===== src/rtl/mer_measure_sequencer_pkg.sv =====
// Shared definitions for the MER measurement sequencer.
//   seq_state_t : sequencer FSM state encoding (IDLE=0 .. REPORT=4)
//   PHASE_W     : width of the free-running phase counter (32 cycles per symbol)
//   SYM_PHASE   : phase value on which the symbol enable fires
//   SMP_MASK    : low phase bits that must all be set for the sample enable
package mer_seq_pkg;

    typedef enum logic [2:0] {
        IDLE   = 3'd0,
        CLEAR  = 3'd1,
        SETTLE = 3'd2,
        ACCUM  = 3'd3,
        REPORT = 3'd4
    } seq_state_t;

    localparam int               PHASE_W   = 5;
    localparam logic [PHASE_W-1:0] SYM_PHASE = 5'd31;
    localparam logic [2:0]       SMP_MASK  = 3'b111;

endpackage


===== src/rtl/mer_measure_sequencer_if.sv =====
// Control / status bundle of the MER measurement sequencer.
//   master : the sequencer itself (takes requests and res_ready, drives enables,
//            strobes, result handshake and counters)
//   slave  : the surrounding logic (key/switch control, accumulators, MER readout)
// Signals:
//   start, continuous, abort : measurement requests
//   res_valid / res_ready    : interval-result handshake
//   clk_en, smp_en, sym_en   : free-running rate enables
//   clear_accum, capture     : symbol-aligned accumulator strobes
//   busy, sym_count, interval_count : status
interface mer_measure_sequencer_if #(
    parameter int ACC_LEN_LOG2 = 18,
    parameter int CNT_W        = 16
) ();
    logic                    start;
    logic                    continuous;
    logic                    abort;
    logic                    res_ready;
    logic                    clk_en;
    logic                    smp_en;
    logic                    sym_en;
    logic                    clear_accum;
    logic                    capture;
    logic                    res_valid;
    logic                    busy;
    logic [ACC_LEN_LOG2-1:0] sym_count;
    logic [CNT_W-1:0]        interval_count;

    modport master (
        input  start, continuous, abort, res_ready,
        output clk_en, smp_en, sym_en, clear_accum, capture,
               res_valid, busy, sym_count, interval_count
    );

    modport slave (
        output start, continuous, abort, res_ready,
        input  clk_en, smp_en, sym_en, clear_accum, capture,
               res_valid, busy, sym_count, interval_count
    );
endinterface


===== src/rtl/mer_enable_gen.sv =====
// Rate-enable generator: a 5-bit phase counter free-running on CLOCK_50 with
// clock-enable decodes taken from the registered phase.
// Ports:
//   CLOCK_50 : system clock
//   reset    : synchronous, active-high; phase returns to 0
//   clk_en   : CLOCK_50/2 enable (phase[0])
//   smp_en   : sample enable, one cycle in 8
//   sym_en   : symbol enable, one cycle in 32
module mer_enable_gen
    import mer_seq_pkg::*;
(
    input  logic CLOCK_50,
    input  logic reset,
    output logic clk_en,
    output logic smp_en,
    output logic sym_en
);

    logic [PHASE_W-1:0] phase_reg;

    always_ff @(posedge CLOCK_50) begin
        if (reset) begin
            phase_reg <= '0;
        end else begin
            phase_reg <= phase_reg + 1'b1;
        end
    end

    // Decodes of a register: first clk_en one cycle after reset release,
    // smp_en after 7 and sym_en after 31.
    assign clk_en = phase_reg[0];
    assign smp_en = (phase_reg[2:0] == SMP_MASK);
    assign sym_en = (phase_reg == SYM_PHASE);

endmodule


===== src/rtl/mer_measure_sequencer.sv =====
// MER measurement sequencer. Generates sample/symbol rate enables and runs the
// interval FSM: clear the accumulators on a symbol, discard SETTLE_SYMS
// symbols, accumulate 2**ACC_LEN_LOG2 symbols, capture, then offer the result
// over a valid/ready handshake.
// Ports:
//   CLOCK_50 : system clock
//   reset    : synchronous, active-high
//   bus      : mer_measure_sequencer_if.master (requests, enables, strobes,
//              result handshake, busy/sym_count/interval_count)
module mer_measure_sequencer
    import mer_seq_pkg::*;
#(
    parameter int ACC_LEN_LOG2 = 18,
    parameter int SETTLE_SYMS  = 16,
    parameter int CNT_W        = 16
) (
    input  logic                    CLOCK_50,
    input  logic                    reset,
    mer_measure_sequencer_if.master bus
);

    localparam int SETTLE_W = (SETTLE_SYMS > 1) ? $clog2(SETTLE_SYMS) : 1;
    localparam logic [SETTLE_W-1:0] SETTLE_LAST = SETTLE_W'(SETTLE_SYMS - 1);

    logic clk_en;
    logic smp_en;
    logic sym_en;

    mer_enable_gen u_enable_gen (
        .CLOCK_50 (CLOCK_50),
        .reset    (reset),
        .clk_en   (clk_en),
        .smp_en   (smp_en),
        .sym_en   (sym_en)
    );

    seq_state_t              state_reg;
    logic [SETTLE_W-1:0]     settle_cnt_reg;
    logic [ACC_LEN_LOG2-1:0] sym_count_reg;
    logic [CNT_W-1:0]        interval_count_reg;

    logic sym_last;
    logic handshake;

    assign sym_last  = &sym_count_reg;
    // res_valid is exactly "state is REPORT", so the handshake needs no extra flop.
    assign handshake = (state_reg == REPORT) && bus.res_ready;

    always_ff @(posedge CLOCK_50) begin
        if (reset) begin
            state_reg          <= IDLE;
            settle_cnt_reg     <= '0;
            sym_count_reg      <= '0;
            interval_count_reg <= '0;
        end else if (bus.abort) begin
            // Abort wins over everything, including a simultaneous start;
            // the completed-interval tally survives.
            state_reg      <= IDLE;
            settle_cnt_reg <= '0;
            sym_count_reg  <= '0;
        end else begin
            case (state_reg)
                IDLE: begin
                    if (bus.start || bus.continuous) begin
                        state_reg <= CLEAR;
                    end
                end
                CLEAR: begin
                    if (sym_en) begin
                        state_reg      <= SETTLE;
                        settle_cnt_reg <= '0;
                    end
                end
                SETTLE: begin
                    if (sym_en) begin
                        if (settle_cnt_reg == SETTLE_LAST) begin
                            state_reg     <= ACCUM;
                            sym_count_reg <= '0;
                        end else begin
                            settle_cnt_reg <= settle_cnt_reg + 1'b1;
                        end
                    end
                end
                ACCUM: begin
                    if (sym_en) begin
                        if (sym_last) begin
                            state_reg     <= REPORT;
                            sym_count_reg <= '0;
                        end else begin
                            sym_count_reg <= sym_count_reg + 1'b1;
                        end
                    end
                end
                REPORT: begin
                    // Held here under backpressure; nothing else is strobed.
                    if (handshake) begin
                        interval_count_reg <= interval_count_reg + 1'b1;
                        state_reg          <= bus.continuous ? CLEAR : IDLE;
                    end
                end
                default: begin
                    state_reg <= IDLE;
                end
            endcase
        end
    end

    // Strobes must coincide with sym_en, so they are decoded from the
    // registered state and the registered phase rather than delayed a cycle.
    // An abort in the same cycle suppresses them.
    assign bus.clear_accum = (state_reg == CLEAR) && sym_en && !bus.abort;
    assign bus.capture     = (state_reg == ACCUM) && sym_en && sym_last && !bus.abort;

    assign bus.res_valid      = (state_reg == REPORT);
    assign bus.busy           = (state_reg != IDLE);
    assign bus.sym_count      = sym_count_reg;
    assign bus.interval_count = interval_count_reg;
    assign bus.clk_en         = clk_en;
    assign bus.smp_en         = smp_en;
    assign bus.sym_en         = sym_en;

endmodule


===== src/flat_wrapper.sv =====
// flat-port wrapper written by rule: the top's interface ports become plain ports
module mer_measure_sequencer_flat import mer_seq_pkg::*;
#(
    parameter int ACC_LEN_LOG2 = 18,
    parameter int SETTLE_SYMS  = 16,
    parameter int CNT_W        = 16
)
  (CLOCK_50, reset, bus_start, bus_continuous, bus_abort, bus_res_ready, bus_clk_en, bus_smp_en, bus_sym_en, bus_clear_accum, bus_capture, bus_res_valid, bus_busy, bus_sym_count, bus_interval_count);
  mer_measure_sequencer_if #(.ACC_LEN_LOG2(ACC_LEN_LOG2), .CNT_W(CNT_W)) bus_i ();
  input  logic CLOCK_50;
  input  logic reset;
  input wire logic [$bits(bus_i.start)-1:0] bus_start;
  input wire logic [$bits(bus_i.continuous)-1:0] bus_continuous;
  input wire logic [$bits(bus_i.abort)-1:0] bus_abort;
  input wire logic [$bits(bus_i.res_ready)-1:0] bus_res_ready;
  output wire logic [$bits(bus_i.clk_en)-1:0] bus_clk_en;
  output wire logic [$bits(bus_i.smp_en)-1:0] bus_smp_en;
  output wire logic [$bits(bus_i.sym_en)-1:0] bus_sym_en;
  output wire logic [$bits(bus_i.clear_accum)-1:0] bus_clear_accum;
  output wire logic [$bits(bus_i.capture)-1:0] bus_capture;
  output wire logic [$bits(bus_i.res_valid)-1:0] bus_res_valid;
  output wire logic [$bits(bus_i.busy)-1:0] bus_busy;
  output wire logic [$bits(bus_i.sym_count)-1:0] bus_sym_count;
  output wire logic [$bits(bus_i.interval_count)-1:0] bus_interval_count;
  assign bus_i.start = bus_start;
  assign bus_i.continuous = bus_continuous;
  assign bus_i.abort = bus_abort;
  assign bus_i.res_ready = bus_res_ready;
  assign bus_clk_en = bus_i.clk_en;
  assign bus_smp_en = bus_i.smp_en;
  assign bus_sym_en = bus_i.sym_en;
  assign bus_clear_accum = bus_i.clear_accum;
  assign bus_capture = bus_i.capture;
  assign bus_res_valid = bus_i.res_valid;
  assign bus_busy = bus_i.busy;
  assign bus_sym_count = bus_i.sym_count;
  assign bus_interval_count = bus_i.interval_count;
  mer_measure_sequencer #(.ACC_LEN_LOG2(ACC_LEN_LOG2), .SETTLE_SYMS(SETTLE_SYMS), .CNT_W(CNT_W)) u_core (.CLOCK_50(CLOCK_50), .reset(reset), .bus(bus_i));
endmodule

===== config.mk =====
export PLATFORM = sky130hd
export DESIGN_NAME = mer_measure_sequencer_flat
export DESIGN_NICKNAME = d
export VERILOG_FILES = /design/src/rtl/mer_measure_sequencer_pkg.sv /design/src/rtl/mer_measure_sequencer_if.sv /design/src/rtl/mer_enable_gen.sv /design/src/rtl/mer_measure_sequencer.sv /design/src/flat_wrapper.sv
export SDC_FILE = /design/constraint.sdc
export NUM_CORES = 1
export LEC_CHECK = 0
export ABC_AREA = 1
export CORE_MARGIN = 1
export CORE_UTILIZATION = 52
export CTS_CLUSTER_DIAMETER = 100
export DETAILED_ROUTE_END_ITERATION = 7
export GPL_TIMING_DRIVEN = 0
export MAX_ROUTING_LAYER = met4
export PLACE_DENSITY = 0.87
export REMOVE_ABC_BUFFERS = 1
export SYNTH_ARGS = -nofsm -noshare
export SYNTH_HDL_FRONTEND = slang
export SYNTH_SLANG_ARGS = --single-unit

===== constraint.sdc =====
create_clock -name CLOCK_50 -period 2.3 [get_ports CLOCK_50]
set_input_delay 0.345 -clock CLOCK_50 [delete_from_list [all_inputs] [get_ports CLOCK_50]]
set_output_delay 0.345 -clock CLOCK_50 [all_outputs]
set_load 0.01 [all_outputs]

==> summary.txt <==
Outcome
  – Status: finished, final reports clean

Global route
  – Remaining Overflow, GRT: 0
  – Number of global-route vias before repair: 2345
  – Antenna violations before repair: 0
  – Largest net degree at the start of global routing: 20
  – Total Routing Usage GR: 0.244
  – First-pass GRT wire length: 9740 um

Floorplanning
  – Die area: 5270 sq um
  – FP Rows: 25
  – Die extent in y: 72.6 um
  – Die W: 72.6 um
  – Initial Util: 0.545
  – Core area: 4750 sq um
  – IO Pins: 47

Synthesis
  – Register bit total from synthesis: 46
  – Yosys warnings: 0
  – Asr flop ratio synth: 0
  – Sequential fraction of the synthesis area: 0.355
  – Dominant cells by area after synthesis: dfxtp_1 (36%), nand2_1 (12%), nor2_1 (9.1%), inv_1 (7.4%), nand3_1 (5.2%)
  – Mapped Cells: 378
  – Synth top area share: 0.355
  – Mapped Area: 2590 sq um
  – Synth Flop Type: dfxtp_1
  – Unique masters post-synth: 36
  – Number of enable flip-flop cells after synthesis: 0
  – Synthesized area per cell: 6.86 sq um
  – Leading area contributor after synthesis: dfxtp_1

STA
  – WHS: 0.435 ns
  – Share of the clock period used by the worst path: 0.967
  – Slew margin rel.: 0.522
  – TNS Setup: 0 ns
  – Max Slew Vio Count: 0
  – Final worst slack: 0.0750 ns
  – Fmax: 0.449 GHz
  – Period minus WS final: 2.22 ns
  – Worst-margin pin slew: 0.714 ns
  – Endpoints failing setup: 0
  – Final Skew: 0.00773 ns
  – Final hold violation count: 0

Layout
  – Share of cells above drive strength 1: 0.112
  – # fillers: 439
  – Final #Nets: 439
  – Core Util, Final: 0.675
  – N_diodes: 0
  – Layout area overhead: 23.7%
  – Finished Layout Cells: 494
  – Max reg flops: 18

Critical path
  – Crit-path max FO: 6
  – CP arrival: 1.88 ns
  – CP Capture Type: output pin
  – Req. time, crit path: 1.96 ns
  – Worst setup path category: reg2out
  – Startpoint types: flip-flop

Routing
  – 1st-pass router iterations: 4
  – Remaining antenna violation count: 0
  – Routed wire per std cell: 11.7 um
  – Vias: 2586
  – Drt drc: 0
  – Initial drt markers: 177
  – DR vias/cell: 5.23
  – DRT Wirelength: 5780 um

Pwr
  – Worst vdd ir: 0.000424 V
  – PwrDens: 435 nW/um^2
  – Leakage: 1.17 nW

Clock network
  – CTS sink cnt: 46
  – Htree depth: 2
  – CTS tree: built
  – Postcts setup bufs: 0
  – Deepest clock path buffer count: 2
  – Worst-Skew Late Latency: 0.30 ns
  – Root buffer cell: clkbuf_8
  – CTS Buf Count: 5
  – Reg clk slew, reported paths: 0.07 ns

Placed design
  – Placed cells: 487
  – Final GP Congestion: 0.918
  – Dpl ws: -0.134 ns
  – I/O Buffers: 46
  – Detail Placement HPWL: 4340 um

Run
  – Maxcap violations: 0

Min path
  – Class of the worst hold path: reg2reg
## final timing paths
kind | start | end | slack [ns] | cells after the start
worst max-delay path | u_core.u_enable_gen.phase_reg[0] | bus_clear_accum | 0.08 | 6
worst min-delay path | u_core.u_enable_gen.phase_reg[0] | u_core.u_enable_gen.phase_reg[0] | 0.43 | 1
worst max register to register | u_core.u_enable_gen.phase_reg[0] | u_core.state_reg[1] | 0.44 | 10
worst min register to register | u_core.u_enable_gen.phase_reg[0] | u_core.u_enable_gen.phase_reg[0] | 0.43 | 1
## logic make-up (layout without fill, tap and decap cells)
logic type      count (synthesis)  after routing  share of synthesized area
flops                          46             46                      0.355
buf+inv                        58            107                     0.0927
compound gates                 41             41                     0.0898
xor+xnor                        4              4                     0.0135
simple gates                  223            223                      0.420
fa+ha+maj                       6              6                     0.0290
## power breakdown
group          internal, mW  leakage (nW)  switching (mW)
combinational        0.0401         0.759          0.0704
clock                 0.210        0.0383           0.261
sequential            0.803         0.374          0.0101
total                  1.05          1.17           0.342
## cell usage after synthesis (2+ instances only)
| master | instances |
|---|---|
| and3_1 | 2 |
| nor2_2 | 2 |
| nor3_1 | 8 |
| nor2_1 | 63 |
| nand2_1 | 82 |
| nand3b_1 | 4 |
| nand4_1 | 8 |
| xor2_1 | 3 |
| a21oi_2 | 4 |
| a21oi_1 | 17 |
| nor3_2 | 8 |
| o21ai_0 | 14 |
| dfxtp_1 | 46 |
| a211oi_1 | 2 |
| inv_2 | 2 |
| clkbuf_1 | 2 |
| nand2_4 | 2 |
| nand2_2 | 5 |
| inv_1 | 51 |
| nor3b_1 | 2 |
| nand3_1 | 27 |
| ha_1 | 6 |
| nand3_2 | 4 |
| nor2_4 | 2 |
## metrics by stage
| stage | instance area [sq um] | total power, mW |
|---|---|---|
| after CTS | 3200 | 1.41 |
| after global routing | 3210 | 1.46 |
| after detailed placement | 3100 | 0.942 |
| final | 3210 | 1.39 |
| after floorplan | 2560 | 0.902 |
| after global placement | 3100 | 0.939 |
## metal layers
layer,global-route usage,share of wire
met2,0.415,0.48
met4,0.133,0.024
met1,0.278,0.44
met3,0.0331,0.057
met5,-,0
## worst max-delay path, cell delays in order (launching register included)
cell and delay, ns:
dfxtp_2 0.35, ha_1 0.17, and3_1 0.21, ha_4 0.18, inv_1 0.11, nor3_1 0.24
dlygate4sd2_1 0.31
## layout make-up
class / instances / area [sq um] / area share
inverter: 54 / 205 / 0.0640
tap: 67 / 83.8 / 0.0261
multi-input combinational: 274 / 1460 / 0.454
sequential: 46 / 931 / 0.290
clock buffer: 7 / 76.3 / 0.0238
timing repair buffer: 46 / 454 / 0.142
## what timing repair did
item / in CTS / in global routing
hold buffers: 0 / 0
endpoints found under the hold margin: 0 / 0
pin swaps: 0 / 1
setup endpoints to repair: 2 / 1
resized for setup: 8 / 9
## placed cells by master, fill, tap and decap left out, drive strengths merged, types with 7 or more instances in the layout
| cell | count |
|---|---|
| nand4 | 9 |
| clkdlybuf4s50 | 44 |
| nand2 | 89 |
| nor3 | 17 |
| o21ai | 15 |
| a21oi | 21 |
| dfxtp | 46 |
| inv | 54 |
| clkbuf | 7 |
| nand3 | 32 |
| nor2 | 67 |
(Power assumes the default switching activity.)
